==> src/rtl/tile_sequence_renderer.sv <==
// Memory-tile playback engine: flashes a packed sequence of tile indices onto the 160x120 plot port.
// Optional TILE_CLEAR_ON_START_EN: paint every tile unlit before the first element.
module tile_sequence_renderer #(
  parameter int NUM_TILES    = 4,
  parameter int MAX_LEN      = 9,
  parameter int TILE_SIZE    = 16,
  parameter int X0           = 8,
  parameter int Y0           = 40,
  parameter int TILE_PITCH   = 36,
  parameter int FLASH_CYCLES = 25000000,
  parameter int GAP_CYCLES   = 12500000,
  localparam int IDX_W = (NUM_TILES > 1) ? $clog2(NUM_TILES) : 1,
  localparam int LEN_W = (MAX_LEN > 0) ? $clog2(MAX_LEN + 1) : 1
) (
  input  logic                     clock,
  input  logic                     resetn,
  input  logic                     start,
  input  logic                     abort,
  input  logic [LEN_W-1:0]         seq_len,
  input  logic [MAX_LEN*IDX_W-1:0] seq,
  output logic [7:0]               x,
  output logic [6:0]               y,
  output logic [2:0]               colour,
  output logic                     plot,
  output logic                     busy,
  output logic                     done,
  output logic [LEN_W-1:0]         pos,
  output logic                     bad_index
);

  localparam int SEQ_W   = MAX_LEN * IDX_W;
  localparam int PX_W    = (TILE_SIZE > 1) ? $clog2(TILE_SIZE) : 1;
  localparam int DLY_MAX = (FLASH_CYCLES > GAP_CYCLES) ? FLASH_CYCLES : GAP_CYCLES;
  localparam int DLY_W   = (DLY_MAX > 1) ? $clog2(DLY_MAX) : 1;

  localparam logic [PX_W-1:0]  PX_LAST    = PX_W'(TILE_SIZE - 1);
  localparam logic [DLY_W-1:0] FLASH_LAST = DLY_W'((FLASH_CYCLES > 0) ? FLASH_CYCLES - 1 : 0);
  localparam logic [DLY_W-1:0] GAP_LAST   = DLY_W'((GAP_CYCLES > 0) ? GAP_CYCLES - 1 : 0);
  localparam logic [LEN_W-1:0] MAX_LEN_L  = LEN_W'(MAX_LEN);
  localparam logic [LEN_W-1:0] LEN_ONE    = LEN_W'(1);
  localparam logic [6:0]       Y_ORG      = 7'(Y0);

  typedef enum logic [2:0] {
    S_IDLE     = 3'd0,
    S_FETCH    = 3'd1,
    S_DRAW_ON  = 3'd2,
    S_HOLD     = 3'd3,
    S_DRAW_OFF = 3'd4,
    S_GAP      = 3'd5,
    S_FINISH   = 3'd6,
    S_CLEAR    = 3'd7
  } state_e;

  // Origin arithmetic is done at full width; truncation mod 256 keeps per-pixel sums exact.
  function automatic logic [7:0] tile_x(input int idx);
    return 8'(X0 + idx * TILE_PITCH);
  endfunction

  function automatic logic [2:0] lit_colour(input logic [IDX_W-1:0] idx);
    return 3'((int'(idx) % 7) + 1);
  endfunction

  state_e             state_q, state_d;
  logic [SEQ_W-1:0]   seq_q, seq_d;
  logic [LEN_W-1:0]   len_q, len_d;
  logic [LEN_W-1:0]   pos_q, pos_d;
  logic               bad_q, bad_d;
  logic [PX_W-1:0]    px_q, px_d;
  logic [PX_W-1:0]    py_q, py_d;
  logic [DLY_W-1:0]   dly_q, dly_d;
  logic [7:0]         org_x_q, org_x_d;
  logic [7:0]         x_q, x_d;
  logic [6:0]         y_q, y_d;
  logic [2:0]         colour_q, colour_d;
  logic               plot_q, plot_d;
  logic               busy_q, busy_d;
  logic               done_q, done_d;
`ifdef TILE_CLEAR_ON_START_EN
  localparam logic [IDX_W-1:0] CT_LAST = IDX_W'(NUM_TILES - 1);
  logic [IDX_W-1:0]   ct_q, ct_d;
`endif

  logic [IDX_W-1:0]   cur_idx_s;
  logic               idx_bad_s;
  logic               px_last_s, py_last_s, tile_end_s;
  logic [PX_W-1:0]    px_nx_s, py_nx_s;

  assign cur_idx_s  = IDX_W'(seq_q >> (pos_q * IDX_W));
  assign idx_bad_s  = (int'(cur_idx_s) >= NUM_TILES);
  assign px_last_s  = (px_q == PX_LAST);
  assign py_last_s  = (py_q == PX_LAST);
  assign tile_end_s = px_last_s && py_last_s;
  assign px_nx_s    = px_last_s ? {PX_W{1'b0}} : (px_q + PX_W'(1));
  assign py_nx_s    = !px_last_s ? py_q : (py_last_s ? {PX_W{1'b0}} : (py_q + PX_W'(1)));

  // Next-state and next-output logic; plot registers are loaded one cycle ahead of display.
  always_comb begin
    state_d  = state_q;
    seq_d    = seq_q;
    len_d    = len_q;
    pos_d    = pos_q;
    bad_d    = bad_q;
    px_d     = px_q;
    py_d     = py_q;
    dly_d    = dly_q;
    org_x_d  = org_x_q;
    x_d      = x_q;
    y_d      = y_q;
    colour_d = colour_q;
    plot_d   = 1'b0;
    done_d   = 1'b0;
`ifdef TILE_CLEAR_ON_START_EN
    ct_d     = ct_q;
`endif
    if (abort) begin
      state_d = S_IDLE;
    end else begin
      case (state_q)
        S_IDLE: begin
          if (start) begin
            seq_d = seq;
            len_d = (seq_len > MAX_LEN_L) ? MAX_LEN_L : seq_len;
            pos_d = {LEN_W{1'b0}};
            bad_d = 1'b0;
`ifdef TILE_CLEAR_ON_START_EN
            ct_d    = {IDX_W{1'b0}};
            px_d    = {PX_W{1'b0}};
            py_d    = {PX_W{1'b0}};
            state_d = S_CLEAR;
`else
            state_d = S_FETCH;
`endif
          end else begin
            state_d = S_IDLE;
          end
        end
`ifdef TILE_CLEAR_ON_START_EN
        // Counters here name the pixel about to be emitted, not the one on display.
        S_CLEAR: begin
          plot_d   = 1'b1;
          colour_d = 3'b000;
          x_d      = tile_x(int'(ct_q)) + 8'(px_q);
          y_d      = Y_ORG + 7'(py_q);
          px_d     = px_nx_s;
          py_d     = py_nx_s;
          if (tile_end_s) begin
            ct_d    = ct_q + IDX_W'(1);
            state_d = (ct_q == CT_LAST) ? S_FETCH : S_CLEAR;
          end else begin
            state_d = S_CLEAR;
          end
        end
`endif
        S_FETCH: begin
          if (pos_q == len_q) begin
            done_d  = 1'b1;
            state_d = S_FINISH;
          end else if (idx_bad_s) begin
            bad_d = 1'b1;
            pos_d = pos_q + LEN_ONE;
          end else begin
            org_x_d  = tile_x(int'(cur_idx_s));
            px_d     = {PX_W{1'b0}};
            py_d     = {PX_W{1'b0}};
            plot_d   = 1'b1;
            x_d      = tile_x(int'(cur_idx_s));
            y_d      = Y_ORG;
            colour_d = lit_colour(cur_idx_s);
            state_d  = S_DRAW_ON;
          end
        end
        S_DRAW_ON, S_DRAW_OFF: begin
          if (tile_end_s) begin
            dly_d   = {DLY_W{1'b0}};
            state_d = (state_q == S_DRAW_ON) ? S_HOLD : S_GAP;
          end else begin
            px_d   = px_nx_s;
            py_d   = py_nx_s;
            plot_d = 1'b1;
            x_d    = org_x_q + 8'(px_nx_s);
            y_d    = Y_ORG + 7'(py_nx_s);
          end
        end
        S_HOLD: begin
          if (dly_q == FLASH_LAST) begin
            px_d     = {PX_W{1'b0}};
            py_d     = {PX_W{1'b0}};
            plot_d   = 1'b1;
            x_d      = org_x_q;
            y_d      = Y_ORG;
            colour_d = 3'b000;
            state_d  = S_DRAW_OFF;
          end else begin
            dly_d = dly_q + DLY_W'(1);
          end
        end
        S_GAP: begin
          if (dly_q == GAP_LAST) begin
            pos_d   = pos_q + LEN_ONE;
            state_d = S_FETCH;
          end else begin
            dly_d = dly_q + DLY_W'(1);
          end
        end
        S_FINISH: begin
          state_d = S_IDLE;
        end
        default: begin
          state_d = S_IDLE;
        end
      endcase
    end
    busy_d = (state_d != S_IDLE);
  end

  // State and output registers.
  always_ff @(posedge clock or negedge resetn) begin
    if (!resetn) begin
      state_q  <= S_IDLE;
      seq_q    <= {SEQ_W{1'b0}};
      len_q    <= {LEN_W{1'b0}};
      pos_q    <= {LEN_W{1'b0}};
      bad_q    <= 1'b0;
      px_q     <= {PX_W{1'b0}};
      py_q     <= {PX_W{1'b0}};
      dly_q    <= {DLY_W{1'b0}};
      org_x_q  <= 8'd0;
      x_q      <= 8'd0;
      y_q      <= 7'd0;
      colour_q <= 3'd0;
      plot_q   <= 1'b0;
      busy_q   <= 1'b0;
      done_q   <= 1'b0;
`ifdef TILE_CLEAR_ON_START_EN
      ct_q     <= {IDX_W{1'b0}};
`endif
    end else begin
      state_q  <= state_d;
      seq_q    <= seq_d;
      len_q    <= len_d;
      pos_q    <= pos_d;
      bad_q    <= bad_d;
      px_q     <= px_d;
      py_q     <= py_d;
      dly_q    <= dly_d;
      org_x_q  <= org_x_d;
      x_q      <= x_d;
      y_q      <= y_d;
      colour_q <= colour_d;
      plot_q   <= plot_d;
      busy_q   <= busy_d;
      done_q   <= done_d;
`ifdef TILE_CLEAR_ON_START_EN
      ct_q     <= ct_d;
`endif
    end
  end

  assign x         = x_q;
  assign y         = y_q;
  assign colour    = colour_q;
  assign plot      = plot_q;
  assign busy      = busy_q;
  assign done      = done_q;
  assign pos       = pos_q;
  assign bad_index = bad_q;

endmodule

==> config.mk <==
export PLATFORM = sky130hd
export DESIGN_NAME = tile_sequence_renderer
export DESIGN_NICKNAME = d
export VERILOG_FILES = /design/src/rtl/tile_sequence_renderer.sv
export SDC_FILE = /design/constraint.sdc
export NUM_CORES = 1
export LEC_CHECK = 0
export ABC_CLOCK_PERIOD_IN_PS = 3000
export BUFFER_PORTS_ARGS = -buffer_cell sky130_fd_sc_hd__buf_2
export CAP_MARGIN = 20
export CORE_MARGIN = 5
export CORE_UTILIZATION = 58
export DETAILED_ROUTE_END_ITERATION = 8
export PLACE_DENSITY_LB_ADDON = 0.2
export SYNTH_ARGS = -nofsm -noshare
export SYNTH_HDL_FRONTEND = slang
export SYNTH_SLANG_ARGS = --single-unit
==> constraint.sdc <==
create_clock -name clock -period 3 [get_ports clock]
set_input_delay 0.45 -clock clock [delete_from_list [all_inputs] [get_ports clock]]
set_output_delay 0.45 -clock clock [all_outputs]
set_load 0.1 [all_outputs]
==> reports/qor.txt, run 1 <==
Vias in the first global route: 3,336
Initial antenna violation count: 0
Area delta synth->final: 13.89%
Post-CTS Setup Bufs: 0
Final hold slack: 319.4 ps
RD Place Congestion: 0.8203
WS Path Type: reg -> reg
Crit path max fanout: 16
Post-route antenna net violation count: 0
Distinct cells, synth: 55
Total gr overflow: 0
Crit path largest cell delay: 460 ps
Fraction of layout cells with a size suffix above 1: 0.2164
Dominant synthesized flop cell: dfrtp_1
CP endpoint kind: flip-flop
Arr. time, crit path: 2800 ps
Root buffer cell: clkbuf_8
CTS resizes: 0
Post-synth ARST share: 1.000
Fin worst setup slack: 453.5 ps
Maximum clock rate: 392.7 MHz
WL per Instance: 15.65 um
Core ar.: 7214 um2
Fin crit period: 2546 ps
Tot Pwr: 3381 uW
IO Pins: 52
Total CTS buffers: 9
First drt pass iteration count: 5
Initial Utilization: 0.5956
Period Utilization, post-route: 0.8488
Critical Path Start Type: flip-flop
DR iter-0 viols: 247
Max VDD drop: 358.9 uV
Syn_area_per_cell: 9.612 um2
CP max stage cell: nor4_1
Critical-path cell list: ha_1, nand3_1, nor4_1, and4_4, o31ai_1, inv_1, o21ai_0, a22o_1
Dpl ws: 445.2 ps
Die height: 96.07 um
FP Rows: 31
Worst rel slew slack: 0.5403
Clock Path Buffers: 2
CTS tree: yes
Nets: 528
Clk_skew: 12.45 ps
Total of max-cap violations: 0
Seq/Total Area, Yosys: 0.4718
#FFs+latches synth: 81
Clock latency on the worst-skew pair: 360 ps
Fin. max-slew vios: 0
Critical path required time: 3250 ps
ANT cells: 0
Die span in x: 96.07 um
Full die area: 9229 um2
Clock-pin transition on the worst setup and hold timing paths: 80 ps
GRT Overall Usage: 0.2216
Clock sink count: 81
H-tree depth: 3
Mapped Cells: 447
Hold Vio Cnt, Final: 0
Commonest non-fill, non-tap cell in the layout: dfrtp_1
IO Port Bufs: 49
DRT Wirelength: 9360 um
PwrDens: 691.0 nW/um2
Vias/cell: 5.935
Cell Area, Synth: 4297 um2
Final HPWL DP: 6595 um
Worst Tran Pin Value: 684.2 ps
Most frequent cells in the layout: dfrtp_1, buf_2, nand2_1
Status: finished, final reports clean
Setup TNS: 0 ps
Post-synth EDFFs: 0
RSZ-0062 raised after global routing: no
Vias: 3,549
Largest net degree at the start of global routing: 82
Final setup fails: 0
Filler cell count: 595
HP Class: in -> reg
Yosys Warn Count: 0
Leak: 0.002139 uW
First-pass GRT wire length: 16,020 um
DRC Markers: 0
layout make-up:
cell class                      instances  area, um2  area share
Multi-Input combinational cell        327       2120      0.4331
Clock inverter                          6      90.09     0.01841
Timing Repair Buffer                   59      345.3     0.07057
Sequential cell                        81       2027      0.4142
Tap cell                               99      123.9     0.02531
Clock buffer                           10      127.6     0.02608
Inverter                               16      60.06     0.01227
metal layers:
metal  GRT usage  vias up  part of all wire
met5           0        -                 0
met4     0.07227        0             0.016
met3     0.05473       14             0.057
met2      0.3393       95              0.47
met1      0.3093     1719              0.46
li1            -     1721                 -
worst max-delay path: cells and delay by family, from the launching register on:
family	cells	cell delay, ps
flip-flops	1	410
AND/OR/NAND/NOR	3	1000
AO/OA/AOI/OAI	3	440
buffers and inverters	1	370
adder cells (fa/ha/maj)	1	230
state kept, by name, indices dropped and copies added, names as in the netlist:
| signal | count |
|---|---|
| busy | 1 |
| colour | 3 |
| dly_q | 25 |
| done | 1 |
| len_q | 4 |
| org_x_q | 3 |
| plot | 1 |
| pos | 4 |
| px_q | 4 |
| py_q | 3 |
| seq_q | 18 |
| state_q | 3 |
| x | 8 |
| y | 3 |
worst paths after layout:
kind,from,endpoint,slack [ps],cells after the start
worst max-delay path,dly_q[0],px_q[2],450,8
worst max register to register,dly_q[0],px_q[2],450,8
worst min register to register,y[5],y[5],470,1
max in group asynchronous,resetn,seq_q[16],1960,3
min in group asynchronous,resetn,dly_q[8],470,2
worst min-delay path,seq[11],seq_q[11],320,2
power by group:
part / total, uW / internal [uW] / switching (uW)
Clock: 879 / 472 / 407
Combinational: 1090 / 287 / 798
Sequential: 1420 / 1280 / 137
Total: 3380 / 2040 / 1340
stage by stage:
step	cells	util	cell area [um2]
final	598	0.6783	4893
after global routing	598	0.6783	4893
after CTS	596	0.6731	4856
after detailed placement	580	0.6429	4638
after global placement	580	0.6429	4638
after floorplan	448	-	4300
what timing repair did:
item / CTS / global route
endpoints found under the hold margin: 0 / 8
endpoints found under the setup margin: 0 / 0
hold buffers: 0 / 1
synthesized netlist by cell type, drive strengths merged (4+ instances only):
master  count  area [um2]
and3        6       41.29
buf         9       58.80
a21oi      31       155.2
a31oi       6       37.54
nor2       24       95.09
nand3b      5       37.54
xor2        8       70.07
ha          7       87.58
o31ai       5       37.54
inv        16       60.06
nor4        5       31.28
nand4       9       56.30
o21ai      43       219.0
o211ai      7       52.55
mux2       20       225.2
nand3      22       110.1
nor3        5       25.02
and2        5       33.78
or3        16       100.1
and4        5       48.80
nand2      41       153.9
dfrtp      81        2027
nand2b      7       43.79
mux2i       4       40.04
or4         7       52.55
nor2b       6       37.54
clkbuf     15       56.30
cells by family (layout without fill, tap and decap cells):
logic type | count (synthesis) | after routing | share of synthesized area
adder cells (fa/ha/maj) | 8 | 8 | 0.02504
multiplexers | 26 | 26 | 0.07222
XOR/XNOR | 10 | 10 | 0.02039
AO/OA/AOI/OAI | 107 | 107 | 0.1456
other | 1 | 2 | 0.0008728
AND/OR/NAND/NOR | 174 | 174 | 0.2234
flip-flops | 81 | 81 | 0.4718
buffers and inverters | 40 | 91 | 0.04077
No activity file was read; power rests on OpenSTA's default activity.
==> run 2, diff against run 1 <==
--- a/config.mk
+++ b/config.mk
@@ -5,11 +5,12 @@
 export SDC_FILE = /design/constraint.sdc
 export NUM_CORES = 1
 export LEC_CHECK = 0
-export ABC_CLOCK_PERIOD_IN_PS = 3000
+export ABC_AREA = 1
+export ABC_CLOCK_PERIOD_IN_PS = 2400
 export BUFFER_PORTS_ARGS = -buffer_cell sky130_fd_sc_hd__buf_2
 export CAP_MARGIN = 20
 export CORE_MARGIN = 5
-export CORE_UTILIZATION = 58
+export CORE_UTILIZATION = 59
 export DETAILED_ROUTE_END_ITERATION = 8
 export PLACE_DENSITY_LB_ADDON = 0.2
 export SYNTH_ARGS = -nofsm -noshare
==> constraint.sdc (replaced) <==
create_clock -name clock -period 2.4 [get_ports clock]
set_input_delay 0.36 -clock clock [delete_from_list [all_inputs] [get_ports clock]]
set_output_delay 0.36 -clock clock [all_outputs]
set_load 0.1 [all_outputs]
==> reports/qor.txt, run 2 <==
CTS tree: yes
Commonest non-fill, non-tap cell in the layout: nand2_1
Vias in the first global route: 4,155 (+25%)
First-pass GRT wire length: 18,800 um (+17%)
PwrDens: 815.0 nW/um2 (+18%)
Fraction of layout cells with a size suffix above 1: 0.1538 (-0.06259)
Die span in x: 99.50 um (+3.6%)
H-tree depth: 3 (unchanged)
Max VDD drop: 606.4 uV (+69%)
Top cell by count, worst path: nand2_1
Distinct cells, synth: 38 (-31%)
Full die area: 9899 um2 (+7.3%)
Clock-pin transition on the worst setup and hold timing paths: 80 ps (about the same)
Initial antenna violation count: 0 (unchanged)
Top cell types by occurrence after synthesis: nand2_1, nor2_1, dfrtp_1, inv_1, nand3_1
Status: finished, final reports clean
Register bank with the most flops: dly_q
Synth Area in Compound Gates: 0.07387 (-0.07173)
Worst Tran Pin Value: 720.4 ps (+36.17 ps)
Critical-path cell list: ha_1, nand2_1, buf_4, nand3_1, o21ai_0, fa_1, or2_2, a31oi_1, nand2_1, nand2_1, nand2_1
First drt pass iteration count: 5 (unchanged)
Main combinational cell family by area after synthesis: simple AND/OR/NAND/NOR gates
Arr. time, crit path: 2490 ps (-310 ps)
Bufs and invs on worst path: 1 (unchanged)
Clk_skew: 7.519 ps (-4.930 ps)
GRT Overall Usage: 0.2298 (+0.008257)
Post-synth top area cell: dfrtp_1
Post-synthesis adder-cell area fraction: 0.02277 (-0.002274)
Post-synth EDFFs: 0 (unchanged)
Mapped Cells: 670 (+50%)
Crit path max fanout: 3 (-13)
Largest net degree at the start of global routing: 48 (-41%)
Initial Utilization: 0.6084 (+0.01285)
Xor/xnor share of the synthesized area: 0.03151 (+0.01112)
Clock latency on the worst-skew pair: 340 ps (-20 ps)
Post-synth ARST share: 1.000 (unchanged)
Clock sink count: 81 (unchanged)
Most frequent cells in the layout: nand2_1, nor2_1, dfrtp_1
Cell Area, Synth: 4726 um2 (+10%)
Nets: 773 (+46%)
Total gr overflow: 0 (unchanged)
RSZ-0062 raised after global routing: no
CP endpoint kind: flip-flop
CP max stage cell: fa_1
Worst rel slew slack: 0.5192 (-0.02113)
Vias: 4,485 (+26%)
Mux cell area share after synthesis: 0 (-0.07222)
Crit path largest cell delay: 490 ps (+30 ps)
Seq/Total Area, Yosys: 0.4289 (-0.04284)
Total of max-cap violations: 0 (unchanged)
DRT Wirelength: 10,760 um (+15%)
Leak: 0.002721 uW (+27%)
DR iter-0 viols: 394 (+60%)
Setup TNS: 0 ps (unchanged)
Top delay family on crit path: adder cells
HP Class: in -> reg
Ranking of synthesized cells by area: dfrtp_1, nand2_1, nor2_1
Largest register FFs: 25 (unchanged)
WL per Instance: 12.77 um (-18%)
Simple logic cell fraction of the synthesized area: 0.3640 (+0.1407)
Final setup fails: 0 (unchanged)
Dpl ws: -43.59 ps (-488.8 ps)
RD Place Congestion: 0.9785 (+19%)
Most common cell in the netlist: nand2_1
Root buffer cell: clkbuf_8
Die height: 99.50 um (+3.6%)
Core ar.: 7767 um2 (+7.7%)
Hold Vio Cnt, Final: 0 (unchanged)
Fin worst setup slack: 143.1 ps (-310.4 ps)
Dominant synthesized flop cell: dfrtp_1
Clock Path Buffers: 2 (unchanged)
Proportion of netlist area held by the largest area contributor: 0.4289 (-0.04284)
Yosys Warn Count: 0 (unchanged)
IO Port Bufs: 49 (unchanged)
Fin. max-slew vios: 0 (unchanged)
IO Pins: 52 (unchanged)
DRC Markers: 0 (unchanged)
Fin crit period: 2257 ps (-289.6 ps)
Syn_area_per_cell: 7.053 um2 (-27%)
ANT cells: 0 (unchanged)
Final HPWL DP: 7976 um (+21%)
WS Path Type: reg -> reg
Area delta synth->final: 14.30%
Period Utilization, post-route: 0.9404 (+0.09153)
#FFs+latches synth: 81 (unchanged)
Critical path required time: 2640 ps (-610 ps)
FP Rows: 32 (+3.2%)
Post-route antenna net violation count: 0 (unchanged)
Critical Path Start Type: flip-flop
Total CTS buffers: 9 (unchanged)
Vias/cell: 5.320 (-10%)
Maximum clock rate: 443.1 MHz (+13%)
Post-CTS Setup Bufs: 0 (unchanged)
Tot Pwr: 4402 uW (+30%)
run 2: changes by cell type in the layout (fill, tap and decap cells not counted), moves of 16 or more:
cell,before,now
nand3_1,22,53
a21oi_1,31,9
or3_1,16,0
nor2_1,22,86
mux2_2,20,0
inv_1,16,60
nand2_1,41,249
buf_4,9,25
run 2: kinds of logic after synthesis:
logic type      Yosys count
compound gates           62
flops                    81
buf+inv                  86
other cells               1
simple gates            415
fa+ha+maj                 8
xor+xnor                 17
run 2: worst reg2reg max path: cells and delay by family (launching register included):
kind / cells / cell delay (ps)
AOI/OAI and AO/OA: 2 / 370
adders and majority gates: 2 / 670
buffers and inverters: 1 / 140
DFF: 1 / 360
and+or+nand+nor: 6 / 610
run 2: layer usage:
| metal | vias up | part of all wire | GRT usage |
|---|---|---|---|
| met4 | 0 | 0.015 | 0.06513 |
| met1 | 2062 | 0.46 | 0.3182 |
| met2 | 169 | 0.46 | 0.3729 |
| li1 | 2232 | - | - |
| met3 | 22 | 0.070 | 0.03997 |
| met5 | - | 0 | 0 |
run 2: metrics by stage:
stage | utilization | cells | hold slack, ps | cell area [um2]
final | 0.6954 | 843 | 208.4 | 5401
after global routing | 0.6954 | 843 | 214.4 | 5401
after CTS | 0.6954 | 843 | 201.6 | 5401
after detailed placement | 0.6690 | 829 | 341.7 | 5196
after global placement | 0.6690 | 829 | 340.0 | 5196
after floorplan | - | 671 | 64.41 | 4730
run 2: cell type report:
class,count,area (um2)
clock buffers,11,151.4
clock inverters,2,38.79
repair buffers,75,457.9
inverters,68,257.7
fillers,674,2366
multi-input cells,504,2341
flip-flops and latches,81,2027
well taps,102,127.6
run 2: where the power goes:
group | switching, uW | internal (uW) | total (uW)
Combinational | 1220 | 366 | 1590
Clock | 476 | 525 | 1000
Sequential | 177 | 1630 | 1810
Total | 1880 | 2520 | 4400
run 2: final timing paths:
| kind | startpoint | to | slack [ps] | cells after the start |
|---|---|---|---|---|
| worst min-delay path | seq[16] | seq_q[16] | 210 | 3 |
| worst min register to register | y[5] | y[5] | 480 | 1 |
| worst max-delay path | px_q[0] | x[4] | 140 | 11 |
| min in group asynchronous | resetn | dly_q[21] | 500 | 2 |
| worst max register to register | px_q[0] | x[4] | 140 | 11 |
| max in group asynchronous | resetn | dly_q[12] | 1300 | 3 |
run 2: timing repair:
| action | CTS | global route |
|---|---|---|
| hold buffers | 1 | 0 |
| resized for setup | 1 | 0 |
| endpoints found under the hold margin | 34 | 0 |
| setup endpoints to repair | 7 | 1 |
| pin swaps | 0 | 1 |
==> run 3, diff against run 2 <==
--- a/config.mk
+++ b/config.mk
@@ -6,11 +6,11 @@
 export NUM_CORES = 1
 export LEC_CHECK = 0
 export ABC_AREA = 1
-export ABC_CLOCK_PERIOD_IN_PS = 2400
+export ABC_CLOCK_PERIOD_IN_PS = 2690
 export BUFFER_PORTS_ARGS = -buffer_cell sky130_fd_sc_hd__buf_2
 export CAP_MARGIN = 20
 export CORE_MARGIN = 5
-export CORE_UTILIZATION = 59
+export CORE_UTILIZATION = 60
 export DETAILED_ROUTE_END_ITERATION = 8
 export PLACE_DENSITY_LB_ADDON = 0.2
 export SYNTH_ARGS = -nofsm -noshare
==> constraint.sdc (replaced) <==
create_clock -name clock -period 2.69 [get_ports clock]
set_input_delay 0.4035 -clock clock [delete_from_list [all_inputs] [get_ports clock]]
set_output_delay 0.4035 -clock clock [all_outputs]
set_load 0.1 [all_outputs]
==> reports/qor.txt, run 3 (synthesized netlist as in run 2, its figures left out) <==
Status: finished, final reports clean
Post-route antenna net violation count: 0 (unchanged)
Full die area: 9752 um2 (-1.5%)
Nets: 755 (-2.3%)
FP Rows: 32 (unchanged)
Fin worst setup slack: 380.2 ps (+237.1 ps)
Register bank with the most flops: dly_q
Clk_skew: 8.672 ps (+1.153 ps)
Hold Vio Cnt, Final: 0 (unchanged)
Vias: 4,377 (-2.4%)
Die span in x: 98.75 um (-0.75%)
CTS tree: yes
Worst hold start: seq[17]
Vias in the first global route: 4,236 (+1.9%)
DR WL met2: 5210 um (+5.6%)
Critical path required time: 2970 ps (+330 ps)
Clock latency on the worst-skew pair: 350 ps (about the same)
Dpl ws: 169.3 ps (+212.9 ps)
Largest net degree at the start of global routing: 82 (+71%)
Post-CTS Setup Bufs: 0 (unchanged)
Setup TNS: 0 ps (unchanged)
Critical Path Start Type: flip-flop
Setup crit start: px_q[0]
H-tree depth: 3 (unchanged)
Clock sink count: 81 (unchanged)
Period Utilization, post-route: 0.8587 (-0.08170)
First-pass GRT wire length: 19,230 um (+2.3%)
Root buffer cell: clkbuf_8
Placed inst area: 5041 um2 (-3.0%)
Max VDD drop: 800.4 uV (+32%)
Critical R2R Launch: px_q[0]
Total of max-cap violations: 0 (unchanged)
First drt pass iteration count: 5 (unchanged)
GRT Overall Usage: 0.2388 (+0.009014)
Most frequent cells in the layout: nand2_1, nor2_1, dfrtp_1
Crit path max fanout: 21 (+18)
Largest register FFs: 25 (unchanged)
Initial antenna violation count: 0 (unchanged)
RD Place Congestion: 0.9114 (-6.9%)
DRT Wirelength: 11,070 um (+2.8%)
IO Pins: 52 (unchanged)
IO Port Bufs: 49 (unchanged)
Wl on met1: 5095 um (+3.7%)
Clock-pin transition on the worst setup and hold timing paths: 80 ps (about the same)
Wire length on met3: 657 um (-12%)
ANT cells: 0 (unchanged)
Commonest non-fill, non-tap cell in the layout: nand2_1
Core ar.: 7687 um2 (-1.0%)
HP Class: in -> reg
Final setup fails: 0 (unchanged)
DRC Markers: 0 (unchanged)
Arr. time, crit path: 2590 ps (+100 ps)
Area delta synth->final: 11.76%
RSZ-0062 raised after global routing: no
Vias/cell: 5.299 (-0.40%)
Fin. max-slew vios: 0 (unchanged)
CP endpoint kind: flip-flop
PwrDens: 750.6 nW/um2 (-7.9%)
Initial Utilization: 0.6147 (+0.006338)
Fin crit period: 2310 ps (+52.94 ps)
Final HPWL DP: 8045 um (+0.85%)
Design area: 5281 um2 (-2.2%)
Leak: 0.002642 uW (-2.9%)
DR iter-0 viols: 317 (-20%)
Worst Tran Pin Value: 736.3 ps (+15.92 ps)
WS Path Type: reg -> reg
Total CTS buffers: 9 (unchanged)
Worst rel slew slack: 0.5086 (-0.01062)
Clock Path Buffers: 2 (unchanged)
Die height: 98.75 um (-0.75%)
WL per Instance: 13.40 um (+4.9%)
Total gr overflow: 0 (unchanged)
Top layer used by detailed routing: met4
Maximum clock rate: 432.9 MHz (-2.3%)
Fraction of layout cells with a size suffix above 1: 0.1326 (-0.02125)
-- run 3: changes by cell type in the layout (fill, tap and decap cells not counted), sizes merged --
cell	previous run	this run
clkinv	0	2
bufinv	1	2
buf	74	56
clkbuf	11	10
inv	69	68
-- run 3: area by class of cell --
cell class,count,area (um2)
Fill cell,672,2406
Multi-Input combinational cell,504,2341
Sequential cell,81,2027
Timing Repair Buffer,57,330.3
Inverter,68,257.7
Clock buffer,10,127.6
Tap cell,102,127.6
Clock inverter,4,70.07
-- run 3: timing repair --
action / in CTS / in global routing
endpoints found under the setup margin: 0 / 11
hold buffers: 0 / 1
resized for setup: 0 / 1
endpoints found under the hold margin: 0 / 25
-- run 3: worst paths after layout --
kind	slack, ps	end	cells after the start
min in group asynchronous	510	dly_q[24]	2
setup reg to reg	380	dly_q[21]	12
hold reg to reg	460	y[5]	1
max in group asynchronous	1580	len_q[2]	3
hold / removal	260	seq_q[17]	3
setup / recovery	380	dly_q[21]	12
-- run 3: report_power, final --
part | switching, uW | internal, uW | leakage [uW]
clock network | 439 | 510 | 0.000102
registers | 162 | 1460 | 0.00106
logic | 1090 | 308 | 0.00148
-- run 3: routing by layer --
layer,up-vias,GRT usage
li1,2198,-
met3,9,0.04034
met4,0,0.07563
met2,129,0.3879
met1,2041,0.3277
met5,-,0
-- run 3: critical path, cell delays in order, from the launching register on --
cell and delay, ps:
dfrtp_1 390, ha_1 190, nand2_1 90, nor2_1 180, inv_2 80, nor2_2 130
inv_2 50, nand2_1 80, nand2_1 90, nor2_4 440, buf_4 340, nand2_1 100
o21ai_2 60
-- run 3: per-stage QoR --
step	cells	hold WS [ps]	total power, uW	util
2_1_floorplan	671	107.9	2739	-
3_3_place_gp	810	446.0	2990	0.6558
3_5_place_dp	810	446.9	3029	0.6558
4_1_cts	824	249.4	3971	0.6815
5_1_grt	826	266.0	4191	0.6870
6_report	826	255.7	3964	0.6870
